File: config.mk
export PLATFORM = sky130hd
export DESIGN_NAME = fetch_wex_bundler_flat
export DESIGN_NICKNAME = d
export VERILOG_FILES = /design/src/rtl/fetch_defs.sv /design/src/rtl/fetch_wex_bundler_if.sv /design/src/rtl/fetch_op_len.sv /design/src/rtl/fetch_wex_bundler.sv /design/src/flat_wrapper.sv
export SDC_FILE = /design/constraint.sdc
export NUM_CORES = 1
export LEC_CHECK = 0
export CAP_MARGIN = 20
export CELL_PAD_IN_SITES_DETAIL_PLACEMENT = 1
export CELL_PAD_IN_SITES_GLOBAL_PLACEMENT = 2
export CORE_UTILIZATION = 34
export CTS_CLUSTER_SIZE = 25
export DETAILED_ROUTE_END_ITERATION = 12
export HOLD_SLACK_MARGIN = 0.02
export PLACE_DENSITY_LB_ADDON = 0.1
export SLEW_MARGIN = 30
export SYNTH_ARGS = -nofsm -noshare
export SYNTH_HDL_FRONTEND = slang
export SYNTH_HIERARCHICAL = 1
export SYNTH_SLANG_ARGS = --single-unit
File: constraint.sdc
create_clock -name clock -period 9 [get_ports clock]
set_clock_uncertainty 0.2 [all_clocks]
set_input_delay 1.8 -clock clock [delete_from_list [all_inputs] [get_ports clock]]
set_output_delay 1.8 -clock clock [all_outputs]
set_load 0.01 [all_outputs]
File: src/rtl/fetch_defs.sv
// Shared definitions for the fetch-side WEX bundler: opcode prefixes,
// halfword length codes and queue geometry.
package fetch_defs;

    localparam logic [7:0] OpE0 = 8'hE0;
    localparam logic [7:0] OpEC = 8'hEC;
    localparam logic [7:0] OpF0 = 8'hF0;
    localparam logic [7:0] OpF8 = 8'hF8;
    localparam logic [7:0] OpFC = 8'hFC;

    typedef enum logic [1:0] {
        LenH1 = 2'd1,
        LenH2 = 2'd2,
        LenH3 = 2'd3
    } hwLen_t;

    localparam int unsigned QueueDepth = 8;
    localparam int unsigned HwWidth    = 16;

endpackage

File: src/rtl/fetch_wex_bundler_if.sv
// Fetch/redirect/decode signal bundle around the bundler; master is the bundler side.
interface fetch_wex_bundler_if #(
    parameter int unsigned PC_WIDTH = 48
) ();
    logic                srWxe;
    logic                flushValid;
    logic [PC_WIDTH-1:0] flushPc;
    logic                ifValid;
    logic                ifReady;
    logic [63:0]         ifBlock;
    logic [1:0]          ifSkip;
    logic                outValid;
    logic                outReady;
    logic [95:0]         istrWord;
    logic [2:0]          outLen;
    logic [PC_WIDTH-1:0] outPc;
    logic                outWexErr;

    modport master (
        input  srWxe, flushValid, flushPc, ifValid, ifBlock, ifSkip, outReady,
        output ifReady, outValid, istrWord, outLen, outPc, outWexErr
    );

    modport slave (
        output srWxe, flushValid, flushPc, ifValid, ifBlock, ifSkip, outReady,
        input  ifReady, outValid, istrWord, outLen, outPc, outWexErr
    );
endinterface

File: src/rtl/fetch_op_len.sv
// Classifies one leading halfword: op length in halfwords, 32-bit-op flag and
// the effective WEX chaining flag.
module fetch_op_len
    import fetch_defs::*;
(
    input  logic [15:0] halfword,
    input  logic        srWxe,
    output hwLen_t      lenCode,
    output logic        isOp32,
    output logic        wexFlag
);
    logic [7:0] prefix;

    assign prefix = halfword[15:8];

    always_comb begin
        lenCode = LenH1;
        isOp32  = 1'b0;
        wexFlag = 1'b0;
        if ((prefix >= OpE0 && prefix < OpEC) || (prefix >= OpF0 && prefix < OpFC)) begin
            lenCode = LenH2;
            isOp32  = 1'b1;
        end else if (prefix >= OpEC) begin
            lenCode = LenH3;
        end
        // Only F-forms chain; E-forms are predicated and never do.
        if (prefix >= OpF0 && prefix < OpF8) begin
            wexFlag = srWxe & halfword[10];
        end else if (prefix >= OpF8 && prefix < OpFC) begin
            wexFlag = srWxe & halfword[8];
        end
    end
endmodule

File: src/rtl/fetch_wex_bundler.sv
// Buffers fetch blocks in an 8-halfword shift queue and presents the next
// instruction or WEX bundle, left-aligned, to decode.
module fetch_wex_bundler
    import fetch_defs::*;
#(
    parameter int unsigned PC_WIDTH = 48
) (
    input logic                 clock,
    input logic                 reset,
    fetch_wex_bundler_if.master bus
);
    localparam int unsigned QueueBits = QueueDepth * HwWidth;

    logic [QueueBits-1:0] queueQ, queueD;
    logic [3:0]           countQ, countD;
    logic [PC_WIDTH-1:0]  pcQ, pcD;

    hwLen_t len0, len1, len2;
    logic   op32First, op32Second, op32Third;
    logic   wex0, wex1, wex2;
    logic   unusedOpInfo;

    logic [2:0]  bundleLen;
    logic        wexErr;
    logic        outValid;
    logic [95:0] wordMask;
    logic [2:0]  popLen;
    logic [2:0]  pushLen;
    logic [3:0]  keepCount;
    logic [63:0] pushData;

    fetch_op_len u_opLen0 (
        .halfword (queueQ[15:0]),
        .srWxe    (bus.srWxe),
        .lenCode  (len0),
        .isOp32   (op32First),
        .wexFlag  (wex0)
    );

    fetch_op_len u_opLen1 (
        .halfword (queueQ[47:32]),
        .srWxe    (bus.srWxe),
        .lenCode  (len1),
        .isOp32   (op32Second),
        .wexFlag  (wex1)
    );

    fetch_op_len u_opLen2 (
        .halfword (queueQ[79:64]),
        .srWxe    (bus.srWxe),
        .lenCode  (len2),
        .isOp32   (op32Third),
        .wexFlag  (wex2)
    );

    // A WEX flag on the third op is ignored; lengths beyond op0 follow from isOp32.
    assign unusedOpInfo = ^{len1, len2, wex2};

    // Undecided chains report the smallest length still possible so that
    // outValid stays low until the deciding halfword has arrived.
    always_comb begin
        bundleLen = 3'd1;
        wexErr    = 1'b0;
        case (len0)
            LenH1: bundleLen = 3'd1;
            LenH3: bundleLen = 3'd3;
            default: begin
                if (!wex0 || !op32First) begin
                    bundleLen = 3'd2;
                end else if (countQ < 4'd3) begin
                    bundleLen = 3'd4;
                end else if (!op32Second) begin
                    bundleLen = 3'd2;
                    wexErr    = 1'b1;
                end else if (!wex1) begin
                    bundleLen = 3'd4;
                end else if (countQ < 4'd5) begin
                    bundleLen = 3'd6;
                end else if (!op32Third) begin
                    bundleLen = 3'd4;
                    wexErr    = 1'b1;
                end else begin
                    bundleLen = 3'd6;
                end
            end
        endcase
    end

    always_comb begin
        wordMask = '0;
        for (int k = 0; k < 6; k++) begin
            if (k < int'(bundleLen)) begin
                wordMask[HwWidth*k +: HwWidth] = '1;
            end
        end
    end

    assign outValid      = (countQ >= {1'b0, bundleLen});
    assign bus.outValid  = outValid;
    assign bus.outLen    = bundleLen;
    assign bus.outWexErr = wexErr;
    assign bus.istrWord  = queueQ[95:0] & wordMask;
    assign bus.outPc     = pcQ;
    assign bus.ifReady   = (countQ <= 4'd4);

    assign popLen    = (outValid && bus.outReady) ? bundleLen : 3'd0;
    assign pushLen   = (bus.ifValid && bus.ifReady) ? (3'd4 - {1'b0, bus.ifSkip}) : 3'd0;
    assign keepCount = countQ - {1'b0, popLen};
    assign pushData  = bus.ifBlock >> {bus.ifSkip, 4'b0};

    always_comb begin
        queueD = queueQ >> {popLen, 4'b0};
        countD = keepCount + {1'b0, pushLen};
        pcD    = pcQ + {{(PC_WIDTH-4){1'b0}}, popLen, 1'b0};
        if (pushLen != 3'd0) begin
            queueD = queueD | ({64'h0, pushData} << {keepCount, 4'b0});
        end
        if (bus.flushValid) begin
            queueD = '0;
            countD = '0;
            pcD    = bus.flushPc;
        end
    end

    always_ff @(posedge clock) begin
        if (reset) begin
            queueQ <= '0;
            countQ <= '0;
            pcQ    <= '0;
        end else begin
            queueQ <= queueD;
            countQ <= countD;
            pcQ    <= pcD;
        end
    end
endmodule
File: src/flat_wrapper.sv
// flat-port wrapper written by rule: the top's interface ports become plain ports
module fetch_wex_bundler_flat import fetch_defs::*;
#(
    parameter int unsigned PC_WIDTH = 48
)
  (clock, reset, bus_srWxe, bus_flushValid, bus_flushPc, bus_ifValid, bus_ifBlock, bus_ifSkip, bus_outReady, bus_ifReady, bus_outValid, bus_istrWord, bus_outLen, bus_outPc, bus_outWexErr);
  fetch_wex_bundler_if #(.PC_WIDTH(PC_WIDTH)) bus_i ();
  input logic clock;
  input logic reset;
  input wire logic [$bits(bus_i.srWxe)-1:0] bus_srWxe;
  input wire logic [$bits(bus_i.flushValid)-1:0] bus_flushValid;
  input wire logic [$bits(bus_i.flushPc)-1:0] bus_flushPc;
  input wire logic [$bits(bus_i.ifValid)-1:0] bus_ifValid;
  input wire logic [$bits(bus_i.ifBlock)-1:0] bus_ifBlock;
  input wire logic [$bits(bus_i.ifSkip)-1:0] bus_ifSkip;
  input wire logic [$bits(bus_i.outReady)-1:0] bus_outReady;
  output wire logic [$bits(bus_i.ifReady)-1:0] bus_ifReady;
  output wire logic [$bits(bus_i.outValid)-1:0] bus_outValid;
  output wire logic [$bits(bus_i.istrWord)-1:0] bus_istrWord;
  output wire logic [$bits(bus_i.outLen)-1:0] bus_outLen;
  output wire logic [$bits(bus_i.outPc)-1:0] bus_outPc;
  output wire logic [$bits(bus_i.outWexErr)-1:0] bus_outWexErr;
  assign bus_i.srWxe = bus_srWxe;
  assign bus_i.flushValid = bus_flushValid;
  assign bus_i.flushPc = bus_flushPc;
  assign bus_i.ifValid = bus_ifValid;
  assign bus_i.ifBlock = bus_ifBlock;
  assign bus_i.ifSkip = bus_ifSkip;
  assign bus_i.outReady = bus_outReady;
  assign bus_ifReady = bus_i.ifReady;
  assign bus_outValid = bus_i.outValid;
  assign bus_istrWord = bus_i.istrWord;
  assign bus_outLen = bus_i.outLen;
  assign bus_outPc = bus_i.outPc;
  assign bus_outWexErr = bus_i.outWexErr;
  fetch_wex_bundler #(.PC_WIDTH(PC_WIDTH)) u_core (.clock(clock), .reset(reset), .bus(bus_i));
endmodule
Word level (Yosys, flattened, before mapping)

Cells that the tools add are included.
Widths: inputs -> output; s select.

Mux-type cells: 33
Shifts and indexed selects: 3
Eq/ne operators: 2
Magnitude comparators: 27
Add/sub/neg operators: 4
Reductions and logical operators: 21
Bitwise logic cells: 6

Operators with widths:

| cell               | number |
|---|---|
| $mux 128           | 1 |
| $or 128x128->128   | 1 |
| $shl 64x8->128     | 1 |
| $shr 128x7->128    | 1 |
| $and 96x96->96     | 1 |
| $mux 16            | 6 |
| $ge 8x8->1 const B | 9 |
| $lt 8x8->1 const B | 8 |
| $shr 64x6->64      | 1 |
| $add 48x4->48      | 1 |
| $mux 48            | 1 |
| $mux 3             | 7 |
| $mux 1             | 14 |
| $logic_and 1x1->1  | 12 |
| $lt 1x3->1 const A | 2 |
| $lt 2x3->1 const A | 2 |
| $lt 3x3->1 const A | 2 |
| $mux 2             | 3 |
| $pmux 3 s2         | 1 |
| $add 4x3->4        | 1 |
| $and 1x1->1        | 4 |
| $ge 4x3->1         | 1 |
| $le 4x3->1 const B | 1 |
| $logic_or 1x1->1   | 4 |
| other kinds (9)    | 11 |

Input bits: 120
Logic and storage cells: 99
Bits in registers: 180

Longest topological paths before layout

Gate-level depths: netlist of the first run.

Word-level depth: 18
Depth in mapped cells: 29

Modules after synthesis

Netlist of the first run, hierarchy kept.

Modules (own cells, without submodules):

| module            | cells each | area an instance (um^2) | sequential area each (um^2) | times used |
|---|---|---|---|---|
| fetch_wex_bundler | 1,916      | 14,851.7                | 3,603.5                     | 1 |
| fetch_op_len      | 8          | 52.6                    | 0.0                         | 3 |

Worst setup path after synthesis of the first run

Ideal clock, no wire load.

Path kind: input -> register
From: input bus_srWxe
To: register u_core.queueQ[111]
Cell stages on the path: 28
Data required time: 8,672 ps
Arrival time: 6,455 ps
Library setup time: 128 ps
Slack: 2,217 ps
Path through: nand2_1 -> a211oi_2 -> nand3b_1 -> a21oi_4 -> inv_1 -> clkbuf_1 -> clkbuf_1 -> ha_1 -> nand2_1 -> o21a_1 -> buf_4 -> inv_2 -> nand2_2 -> buf_4 -> clkbuf_1 -> inv_1 -> ha_1 -> inv_1 -> fa_1 -> inv_1 -> clkbuf_1 -> and3_1 -> clkbuf_1 -> clkbuf_1 -> a221oi_1 -> o21ai_0 -> a222oi_1 -> nor2_1

Elaborated cells on any way between the ends: 23
Classes of those cells: 1 x add/sub; 1 x order compare; 2 x shift; 11 x mux; 5 x bitwise; 3 x reduce/logical

RTL lines:

| what                 | line                     | text |
|---|---|---|
| start, declared      | flat_wrapper.sv:10       | `input wire logic [$bits(bus_i.srWxe)-1:0] bus_srWxe;` |
| $and 1x1->1          | fetch_op_len.sv:30       | `wexFlag = srWxe & halfword[8];` |
| $mux 1               | fetch_op_len.sv:29       | `end else if (prefix >= OpF8 && prefix < OpFC) begin` |
| $mux 1 (*)           | fetch_op_len.sv:27       | `if (prefix >= OpF0 && prefix < OpF8) begin` |
| net u_core.wex0      | fetch_wex_bundler.sv:20  | `logic wex0, wex1, wex2;` |
| $logic_not 1->1 (*)  | fetch_wex_bundler.sv:68  | `if (!wex0 \|\| !op32First) begin` |
| $logic_or 1x1->1 (*) | fetch_wex_bundler.sv:68  |  |
| $mux 3 (*)           | fetch_wex_bundler.sv:68  |  |
| $pmux 3 s2 (*)       | fetch_wex_bundler.sv:64  | `case (len0)` |
| $ge 4x3->1           | fetch_wex_bundler.sv:98  | `assign outValid = (countQ >= {1'b0, bundleLen});` |
| $logic_and 1x1->1    | fetch_wex_bundler.sv:106 | `assign popLen = (outValid && bus.outReady) ? bundleLen : 3'd0;` |
| $mux 3 (*)           | fetch_wex_bundler.sv:106 |  |
| $sub 4x3->4          | fetch_wex_bundler.sv:108 | `assign keepCount = countQ - {1'b0, popLen};` |
| $shl 64x8->128       | fetch_wex_bundler.sv:116 | `queueD = queueD \| ({64'h0, pushData} << {keepCount, 4'b0});` |
| $or 128x128->128     | fetch_wex_bundler.sv:116 |  |
| $mux 128 (*)         | fetch_wex_bundler.sv:115 | `if (pushLen != 3'd0) begin` |
| end signal, assigned | fetch_wex_bundler.sv:131 | `queueQ <= queueD;` |
| end, declared        | fetch_wex_bundler.sv:14  | `logic [QueueBits-1:0] queueQ, queueD;` |

The timed path passes the listed nets; every way through them passes the cells marked *.
A chain may end at the register's enable or synchronous reset.

Worst setup path in the final report of the first run

From: input bus_srWxe
To: output bus_outValid

Cells in the longest elaborated chain, start to end: 9
Elaborated cells on any way between the ends: 16
Classes of those cells: 1 x order compare; 9 x mux; 4 x bitwise; 2 x reduce/logical

Ends and longest elaborated chain:

| what            | line                    | text |
|---|---|---|
| $and 1x1->1     | fetch_op_len.sv:30      |  |
| $mux 1          | fetch_op_len.sv:29      |  |
| $mux 1 (*)      | fetch_op_len.sv:27      |  |
| net u_core.wex1 | fetch_wex_bundler.sv:20 |  |
| $mux 3 (*)      | fetch_wex_bundler.sv:75 | `end else if (!wex1) begin` |
| $mux 3 (*)      | fetch_wex_bundler.sv:72 | `end else if (!op32Second) begin` |
| $mux 3 (*)      | fetch_wex_bundler.sv:70 | `end else if (countQ < 4'd3) begin` |
| $mux 3 (*)      | fetch_wex_bundler.sv:68 |  |
| $pmux 3 s2 (*)  | fetch_wex_bundler.sv:64 |  |
| $ge 4x3->1 (*)  | fetch_wex_bundler.sv:98 |  |
| end, declared   | flat_wrapper.sv:18      | `output wire logic [$bits(bus_i.outValid)-1:0] bus_outValid;` |

Marked as above.

==> results of run 1 <==
[stage by stage]
step                worst slack, ps  power, mW  cell area, sq um
finish                         1762      4.926             18490
detailed placement             1591      3.951             17780
global placement               1563      3.926             17780
CTS                            1637      4.839             18440
floorplan                      2217      2.924             14950
global route                   1638      5.126             18490
[worst reg2reg max path: cells and delay by family (launching register included)]
kind / cells / cell delay (ps)
compound gates: 9 / 3500
fa+ha+maj: 2 / 410
buf+inv: 2 / 360
flops: 1 / 460
simple gates: 6 / 1020
[worst max-delay path by stage]
stage / from / endpoint / slack [ps]
after global placement: bus_srWxe / u_core/queueQ[32] / 1560
after global routing: bus_srWxe / bus_outValid / 1640
after floorplan: bus_srWxe / u_core/queueQ[111] / 2220
final: bus_srWxe / bus_outValid / 1760
after detailed placement: bus_srWxe / u_core/queueQ[80] / 1590
after CTS: bus_srWxe / bus_istrWord[79] / 1640
[routing by layer]
layer / track usage (%) / share of wire [%]
met1: 49.43 / 47
met2: 45.81 / 42
met3: 6.943 / 10
met4: 6.422 / 1.3
met5: 0 / 0
[power breakdown]
part | switching (mW) | internal, mW
combinational | 1.96 | 0.987
sequential | 0.188 | 0.909
clock | 0.370 | 0.508
[state kept, by name, summed over array words and instances (netlist names)]
register,cells
u_core/bus.outPc,48
u_core/queueQ,128
u_core/countQ,4
[layout by cell type, fill, tap and decap left out, drive strengths merged, types with 4 or more instances in the layout]
cell           instances
a211o                  4
a211oi                62
a21oi                198
a221oi                12
a222oi                41
a22oi                 57
a2bb2oi               15
a311oi                11
a31oi                 16
and2                  90
and3                  27
buf                   40
bufinv                 5
clkbuf                19
clkdlybuf4s50        266
clkinv                 7
dfxtp                180
ha                    11
inv                   25
mux2                  67
mux2i                 99
mux4                  32
nand2                143
nand3                166
nand4                 11
nor2                 110
nor2b                 12
nor3                  16
nor3b                  4
nor4                  15
o211ai                20
o21ai                165
o2bb2ai               16
xnor2                 51
[area by class of cell]
class | count | area, sq um
flip-flops and latches | 180 | 3603
well taps | 585 | 732.0
repair buffers | 306 | 2982
clock inverters | 13 | 203.9
inverters | 25 | 93.84
clock buffers | 19 | 452.9
fillers | 5134 | 24770
multi-input cells | 1506 | 10430
==> reports/qor.yml, run 1 <==
tns_ps: 0
antenna_cells: 0
synthesis.nets: 2066
synthCells: 1932
crit_buf_inv: 5
path_clk_slew_ps: 70
vias_per_cell: 6.335
p_per_area_nw_per_um2: 266.4
critPathMaxFanout: 44
critical_path_class: "in -> out"
nets: 2170
crit_path_frequent_cell: "nand2_1"
post-route-util_pct: 42.74
hold_start: "u_core/queueQ[36]"
cts_max_level: 4
wirelength_microns: 73350
cts_resized: 0
max_freq_mhz: 138.2
portBuffers: 269
syn_area_sq_um: 14950
crit_family: "buffers and inverters"
final.period_utilization_pct: 80.42
grt_usage_pct: 32.39
syn_avg_cell_area_sq_um: 7.740
cts_tree: "built"
rsz0062_at_grt: "false"
startpoint_type: "primary input"
reg2reg_depth: 19
hold_end: "u_core/queueQ[36]"
hold_viol: 0
antenna_found_initial: 0
end_kind: "output port"
cts-root-buf: "clkbuf_16"
grt_pass1_vias: 16106
setup_viol: 0
r2r_start: "u_core/queueQ[15]"
dieWidth_microns: 211.7
dp.cells: 2601
stdcell_count: 2634
rrSetupSlack_ps: 2910
drive_gt1_share_pct: 11.08
start_util_pct: 34.56
ant_nets: 0
crit_chain: "clkdlybuf4s50_1 -> nand2_1 -> a211oi_2 -> o31ai_2 -> nand2_1 -> and2_1 -> inv_1 -> ha_1 -> nand2_1 -> o21a_2 -> inv_2 -> buf_4 -> clkdlybuf4s50_1"
hold_buffers: 0
vias: 16686
drt-initial-drc-count: 1990
min_path_cells: 2
dpl.hpwl_microns: 51250
clock_latency_ps: 470
cts_buffers: 17
relSlewSlack_pct: 31.64
slew_violations: 0
die_h_microns: 211.7
cts_max_path_buffers: 2
grt.overflow.total: 0
vdd.ir_drop.worst_v: 0.0002755
cp_data_arrival_time_ps: 5240
max-cap-violations: 0
rows: 76
period_needed_ps: 7238
first_pass_iters: 10
crit_cells: 13
cpPeakStageDelay_ps: 660
yosys_warnings: 6
dieArea_sq_um: 44830
r2r_end: "u_core/queueQ[73]"
grt_max_degree: 76
drc_errors: 0
cts_setup_buffers: 0
syn2layout_area_growth_pct: 23.67
holdWs_ps: 335.1
core_area_sq_um: 43270
boundaryPins: 270
wl_per_cell_microns: 27.85
gp_congestion: 0.8879
crit_slowest_cell: "clkdlybuf4s50_1"
worstMarginPinSlew_ps: 1025
status: "finished, final reports clean"
p_leak_nw: 6.323
cp.required_ps: 7000
grt_first_pass_wirelength_microns: 109000
hp-class: "reg -> reg"
clkSinkCount: 180
Note: power is estimated with default switching activity, not from simulation.
==> run 2, diff against run 1 <==
--- a/config.mk
+++ b/config.mk
@@ -8,7 +8,7 @@
 export CAP_MARGIN = 20
 export CELL_PAD_IN_SITES_DETAIL_PLACEMENT = 1
 export CELL_PAD_IN_SITES_GLOBAL_PLACEMENT = 2
-export CORE_UTILIZATION = 34
+export CORE_UTILIZATION = 31
 export CTS_CLUSTER_SIZE = 25
 export DETAILED_ROUTE_END_ITERATION = 12
 export HOLD_SLACK_MARGIN = 0.02
==> constraint.sdc (replaced) <==
create_clock -name clock -period 7.6 [get_ports clock]
set_clock_uncertainty 0.2 [all_clocks]
set_input_delay 1.52 -clock clock [delete_from_list [all_inputs] [get_ports clock]]
set_output_delay 1.52 -clock clock [all_outputs]
set_load 0.01 [all_outputs]
==> run 2 against run 1 <==
Compared with the run above:
- wire length rose by 2.0%
- critical path type unchanged
- largest cell class unchanged
- largest power group unchanged
- critical path depth decreased by 2
- sequential cell count did not move
- final area rose by 0.49%
==> reports/qor.yml, run 2 (synthesis gave the netlist of run 1 again) <==
status: "finished, final reports clean"
fillCellCount: 5654  # +10%
cts_max_path_buffers: 2  # unchanged
startpoint_type: "primary input"
core_area_sq_um: 47650  # +10%
setup_slack_ps: 941.6  # -820.3 ps
rsz0062_at_grt: "false"
power_mw: 5.789  # +18%
final.period_utilization_pct: 87.61
start_util_pct: 31.39  # -3.2 points
grt_pass1_vias: 17519  # +8.8%
clock_latency_ps: 470  # about the same
r2r_start: "u_core/queueQ[15]"
dieWidth_microns: 221.6  # +4.7%
slew_violations: 0  # unchanged
period_needed_ps: 6658
p_per_area_nw_per_um2: 311.5  # +17%
vdd.ir_drop.worst_v: 0.0002231  # -19%
hp-class: "reg -> reg"
vias: 16422  # -1.6%
grt.overflow.total: 0  # unchanged
die_h_microns: 221.6  # +4.7%
place_ws_ps: 873.8  # -717.7 ps
drt-initial-drc-count: 1206  # -39%
hold_viol: 0  # unchanged
critical_path_class: "in -> out"
syn2layout_area_growth_pct: 24.27
cts_max_level: 4  # unchanged
antenna_found_initial: 1  # +1
worstMarginPinSlew_ps: 954.6  # -70.91 ps
cts_tree: "built"
cp.required_ps: 5880  # -1120 ps
cts_buffers: 17  # unchanged
gp_congestion: 0.8535  # -3.9%
ant_nets: 0  # unchanged
mostFrequentLayoutCell: "clkdlybuf4s50_1"
p_leak_nw: 6.376  # +0.85%
cts_setup_buffers: 0  # unchanged
clkSinkCount: 180  # unchanged
wl_per_cell_microns: 27.96  # +0.40%
vias_per_cell: 6.137  # -3.1%
hold_start: "u_core/bus.outPc[0]"
cts-root-buf: "clkbuf_16"
cp_data_arrival_time_ps: 4940  # -300 ps
drive_gt1_share_pct: 11.31  # +0.23 points
portBuffers: 269  # unchanged
top_register: "u_core/queueQ"
critPathMaxFanout: 40  # -9.1%
cts_resized: 0  # unchanged
final_cell_mix: "clkdlybuf4s50_1, a21oi_1, dfxtp_1"
tns_ps: 0  # unchanged
first_pass_iters: 7  # -3
path_clk_slew_ps: 70  # about the same
dieArea_sq_um: 49120  # +9.6%
antenna_cells: 0  # unchanged
grt_usage_pct: 30.12  # -2.3 points
relSlewSlack_pct: 36.36  # +4.7 points
grt_first_pass_wirelength_microns: 112900  # +3.6%
max-cap-violations: 0  # unchanged
crit_start: "bus_srWxe"
rows: 80  # +5.3%
setup_viol: 0  # unchanged
largest_reg_flops: 128  # unchanged
boundaryPins: 270  # unchanged
end_kind: "output port"
grt_max_degree: 75  # -1.3%
hold_buffers: 0  # unchanged
max_freq_mhz: 150.2
rrSetupSlack_ps: 1820  # -1090 ps
wirelength_microns: 74820  # +2.0%
dpl.hpwl_microns: 52610  # +2.7%
nets: 2182  # +0.55%
drc_errors: 0  # unchanged
==> run 2: cell types whose count changed in the layout (fill, tap and decap cells not counted), sizes merged <==
cell	delta
buf	+12
clkinvlp	+2
clkinv	-2
==> run 2: final timing paths <==
kind         cells past startpoint             endpoint
min reg2reg                      2  u_core/bus.outPc[0]
max                             11     bus_istrWord[87]
max reg2reg                     19    u_core/queueQ[36]
min                              2  u_core/bus.outPc[0]
==> run 2: layout make-up <==
cell class / instances / area [sq um] / area share, %
clock buffers: 19 / 442.9 / 2.383
clock inverters: 13 / 205.2 / 1.104
inverters: 25 / 93.84 / 0.5049
multi-input cells: 1506 / 10400 / 55.93
flip-flops and latches: 180 / 3603 / 19.39
well taps: 615 / 769.5 / 4.141
repair buffers: 318 / 3074 / 16.54
==> run 2: report_power, final <==
group	switching, mW	internal, mW	total [mW]
clock network	0.439	0.593	1.03
logic	2.24	1.21	3.44
registers	0.240	1.08	1.32
total	2.91	2.87	5.79
==> run 2: worst max-delay path, stage by stage <==
cell and delay, ps:
clkdlybuf4s50_1 480, nand2_1 70, a211oi_2 200, nand3b_1 190, a21oi_4 210, inv_1 90
buf_4 320, nor2_2 810, buf_4 340, and2_1 140, clkdlybuf4s50_1 550
==> run 2: metal layers <==
metal / up-vias / global-route usage [%] / wire length [microns]
li1: 7414 / - / -
met1: 8294 / 32.85 / 28380
met2: 542 / 54.78 / 38270
met3: 172 / 4.757 / 3435
met4: 0 / 18.01 / 4741
met5: - / 0 / 0
==> run 2: stage by stage <==
step           instances  hold slack (ps)  area [sq um]  util [%]
2_1_floorplan       1932            271.0         14950         -
3_3_place_gp        2644            276.1         17930     37.64
3_5_place_dp        2644            293.8         17940     37.64
4_1_cts             2676            316.2         18580     39.00
5_1_grt             2676            357.6         18580     39.00
6_report            2676            316.1         18580     39.00
==> RTL edit: new RTL, settings of run 1 <==
Set the package constant `QueueDepth` to 16 (it was 8).
--- a/src/rtl/fetch_defs.sv
+++ b/src/rtl/fetch_defs.sv
@@ -15,5 +15,5 @@
     } hwLen_t;
 
-    localparam int unsigned QueueDepth = 8;
+    localparam int unsigned QueueDepth = 16;
     localparam int unsigned HwWidth    = 16;
 
Function: not settled (the Yosys comparison gave no result); the edit may change what the design does.
==> RTL edit against run 1 <==
  * Die area is 56% higher
  * Combinational power is 85% higher
  * Worst setup slack worse by 380 ps
  * Count of clock-buffer cells in the layout is 36 higher
  * Routed wire length is 85% higher
  * Final cell count is 50% higher
  * Utilization is 1.4 points lower
  * Sequential cell count is 128 higher
  * Area after synthesis is 57% higher
  * Cell area is 51% higher
  * Maximum frequency is 5.0% lower
  * Total power is 81% higher
  * Critical path type is now in -> reg
==> RTL edit: results (changes against run 1) <==
----------------------------------------------------
[Route]
  Final Routed Wirelength ... 135,400 µm (+85%)
  First-pass iteration count of the detailed router ... 8 (-2)
  Violation count after the first detailed-routing iteration ... 2,577 (+29%)
  Via density per instance ... 6.793 (+7.2%)

[Cells and area]
  Flip-flop count of the largest register, all copies and words added ... 256 (+100%)
  Layout cells sized above 1 ... 0.08385 (-0.02694)
  Number of nets in the finished design ... 3,180 (+47%)
  Register with the most flip-flops ... u_core/queueQ
  Fillcell total ... 7,969 (+55%)

[CTS]
  Clock latency reported for the late side of the worst-skew pair ... 590 ps (+120 ps)
  Post-CTS setup buffer count ... 0 (unchanged)
  Clock tree root driver cell ... sky130_fd_sc_hd__clkbuf_16
  Count of instances resized after the clock tree is built ... 0 (unchanged)
  Clock transition at the register clock pins on the worst setup and hold paths after CTS ... 60 ps
  H-tree depth ... 2 (-2)
  Number of clock buffers inserted by TritonCTS ... 41 (+24)
  Maximum root-to-sink buffer count ... 3 (+1)

[Global routing]
  First-pass GRT wire length ... 194,400 µm (+78%)
  Vias in the first global route ... 27,510 (+71%)
  Initial antenna violation count ... 10 (+10)
  Overall Global Routing Usage ... 0.3752 (+0.05126)
  Pin count of the biggest net entering global routing ... 143 (+88%)

[Timing]
  Max-slew headroom ... 0.2929 (-0.02346)
  Final hold violations ... 0 (unchanged)

[Pwr]
  Switching Power ... 0.004935 W (+96%)
  Clock network power ... 0.00176 W (+100%)
  Peak supply drop ... 0.4762 mV (+73%)
  Part of the power in registers ... 0.192 (-0.031)
  Leakage ... 10.62 nW (+68%)

[Placed design]
  Dpl ws ... 1011 ps (-581.0 ps)
  DPL Wire Length ... 90,480 µm (+77%)
  Count of buffers inserted at the top-level ports ... 269 (unchanged)
  Final GP Congestion ... 0.9344 (+5.2%)

[Worst setup path]
  CP max FO ... 30 (-32%)
  Critical path arrival ... 7890 ps (+2650 ps)
  Standard cell with the maximum stage delay on the critical path ... sky130_fd_sc_hd__ha_2
  Critical path's largest stage delay ... 720 ps (+60 ps)
  Kind of cell adding the most delay to the critical path ... compound AO/OA/AOI/OAI gates

[Job]
  Max Cap Viol ... 0 (unchanged)

[Synth]
  Yosys warning count ... 6 (unchanged)
  Post-synthesis net count ... 3,132 (+52%)

[Run status]
  Run status ... finished, final reports clean

[Min path]
  Worst hold-check path type ... reg -> reg

----------------------------------------------------
## RTL edit: tightest hold or removal path, stage by stage, from the launching register on
cell	delay [ps]
sky130_fd_sc_hd__dfxtp_1	340
sky130_fd_sc_hd__mux2i_1	80
sky130_fd_sc_hd__nor2_1	80
## RTL edit: area by class of cell
| cell class | count | share of cell area |
|---|---|---|
| Multi-Input combinational cell | 2324 | 0.5658 |
| Timing Repair Buffer | 348 | 0.1208 |
| Inverter | 22 | 0.003399 |
| Antenna cell | 5 | 0.0004473 |
| Clock inverter | 20 | 0.007648 |
| Tap cell | 873 | 0.03905 |
| Clock buffer | 55 | 0.04249 |
| Sequential cell | 308 | 0.2204 |
## RTL edit: path summary, 6_finish.rpt
check | start | end | slack [ps] | cells after the start
worst max-delay path | bus_srWxe | u_core/queueQ[192] | 1380 | 19
worst min-delay path | u_core/bus.outPc[0] | u_core/bus.outPc[0] | 320 | 2
worst max register to register | u_core/queueQ[15] | u_core/queueQ[192] | 2040 | 18
worst min register to register | u_core/bus.outPc[0] | u_core/bus.outPc[0] | 320 | 2
## RTL edit: per-stage QoR
| step | instances | total power [W] | utilization | hold slack (ps) | cell area, µm² |
|---|---|---|---|---|---|
| after detailed placement | 3874 | 0.006925 | 0.3922 | 306.6 | 26530 |
| after global routing | 3952 | 0.009081 | 0.4135 | 364.0 | 27970 |
| final | 3955 | 0.008921 | 0.4136 | 323.1 | 27970 |
| after global placement | 3874 | 0.006878 | 0.3918 | 281.5 | 26500 |
| after floorplan | 2997 | 0.004685 | - | 294.1 | 23430 |
| after CTS | 3949 | 0.008704 | 0.4130 | 325.6 | 27930 |
## RTL edit: routing by layer
layer	GRT usage	up-vias	routed length (µm)
met5	0	-	55
met4	0.2511	8	9810
met3	0.07181	425	11050
met2	0.6061	1470	61200
met1	0.4527	13440	53290
li1	-	11520	-
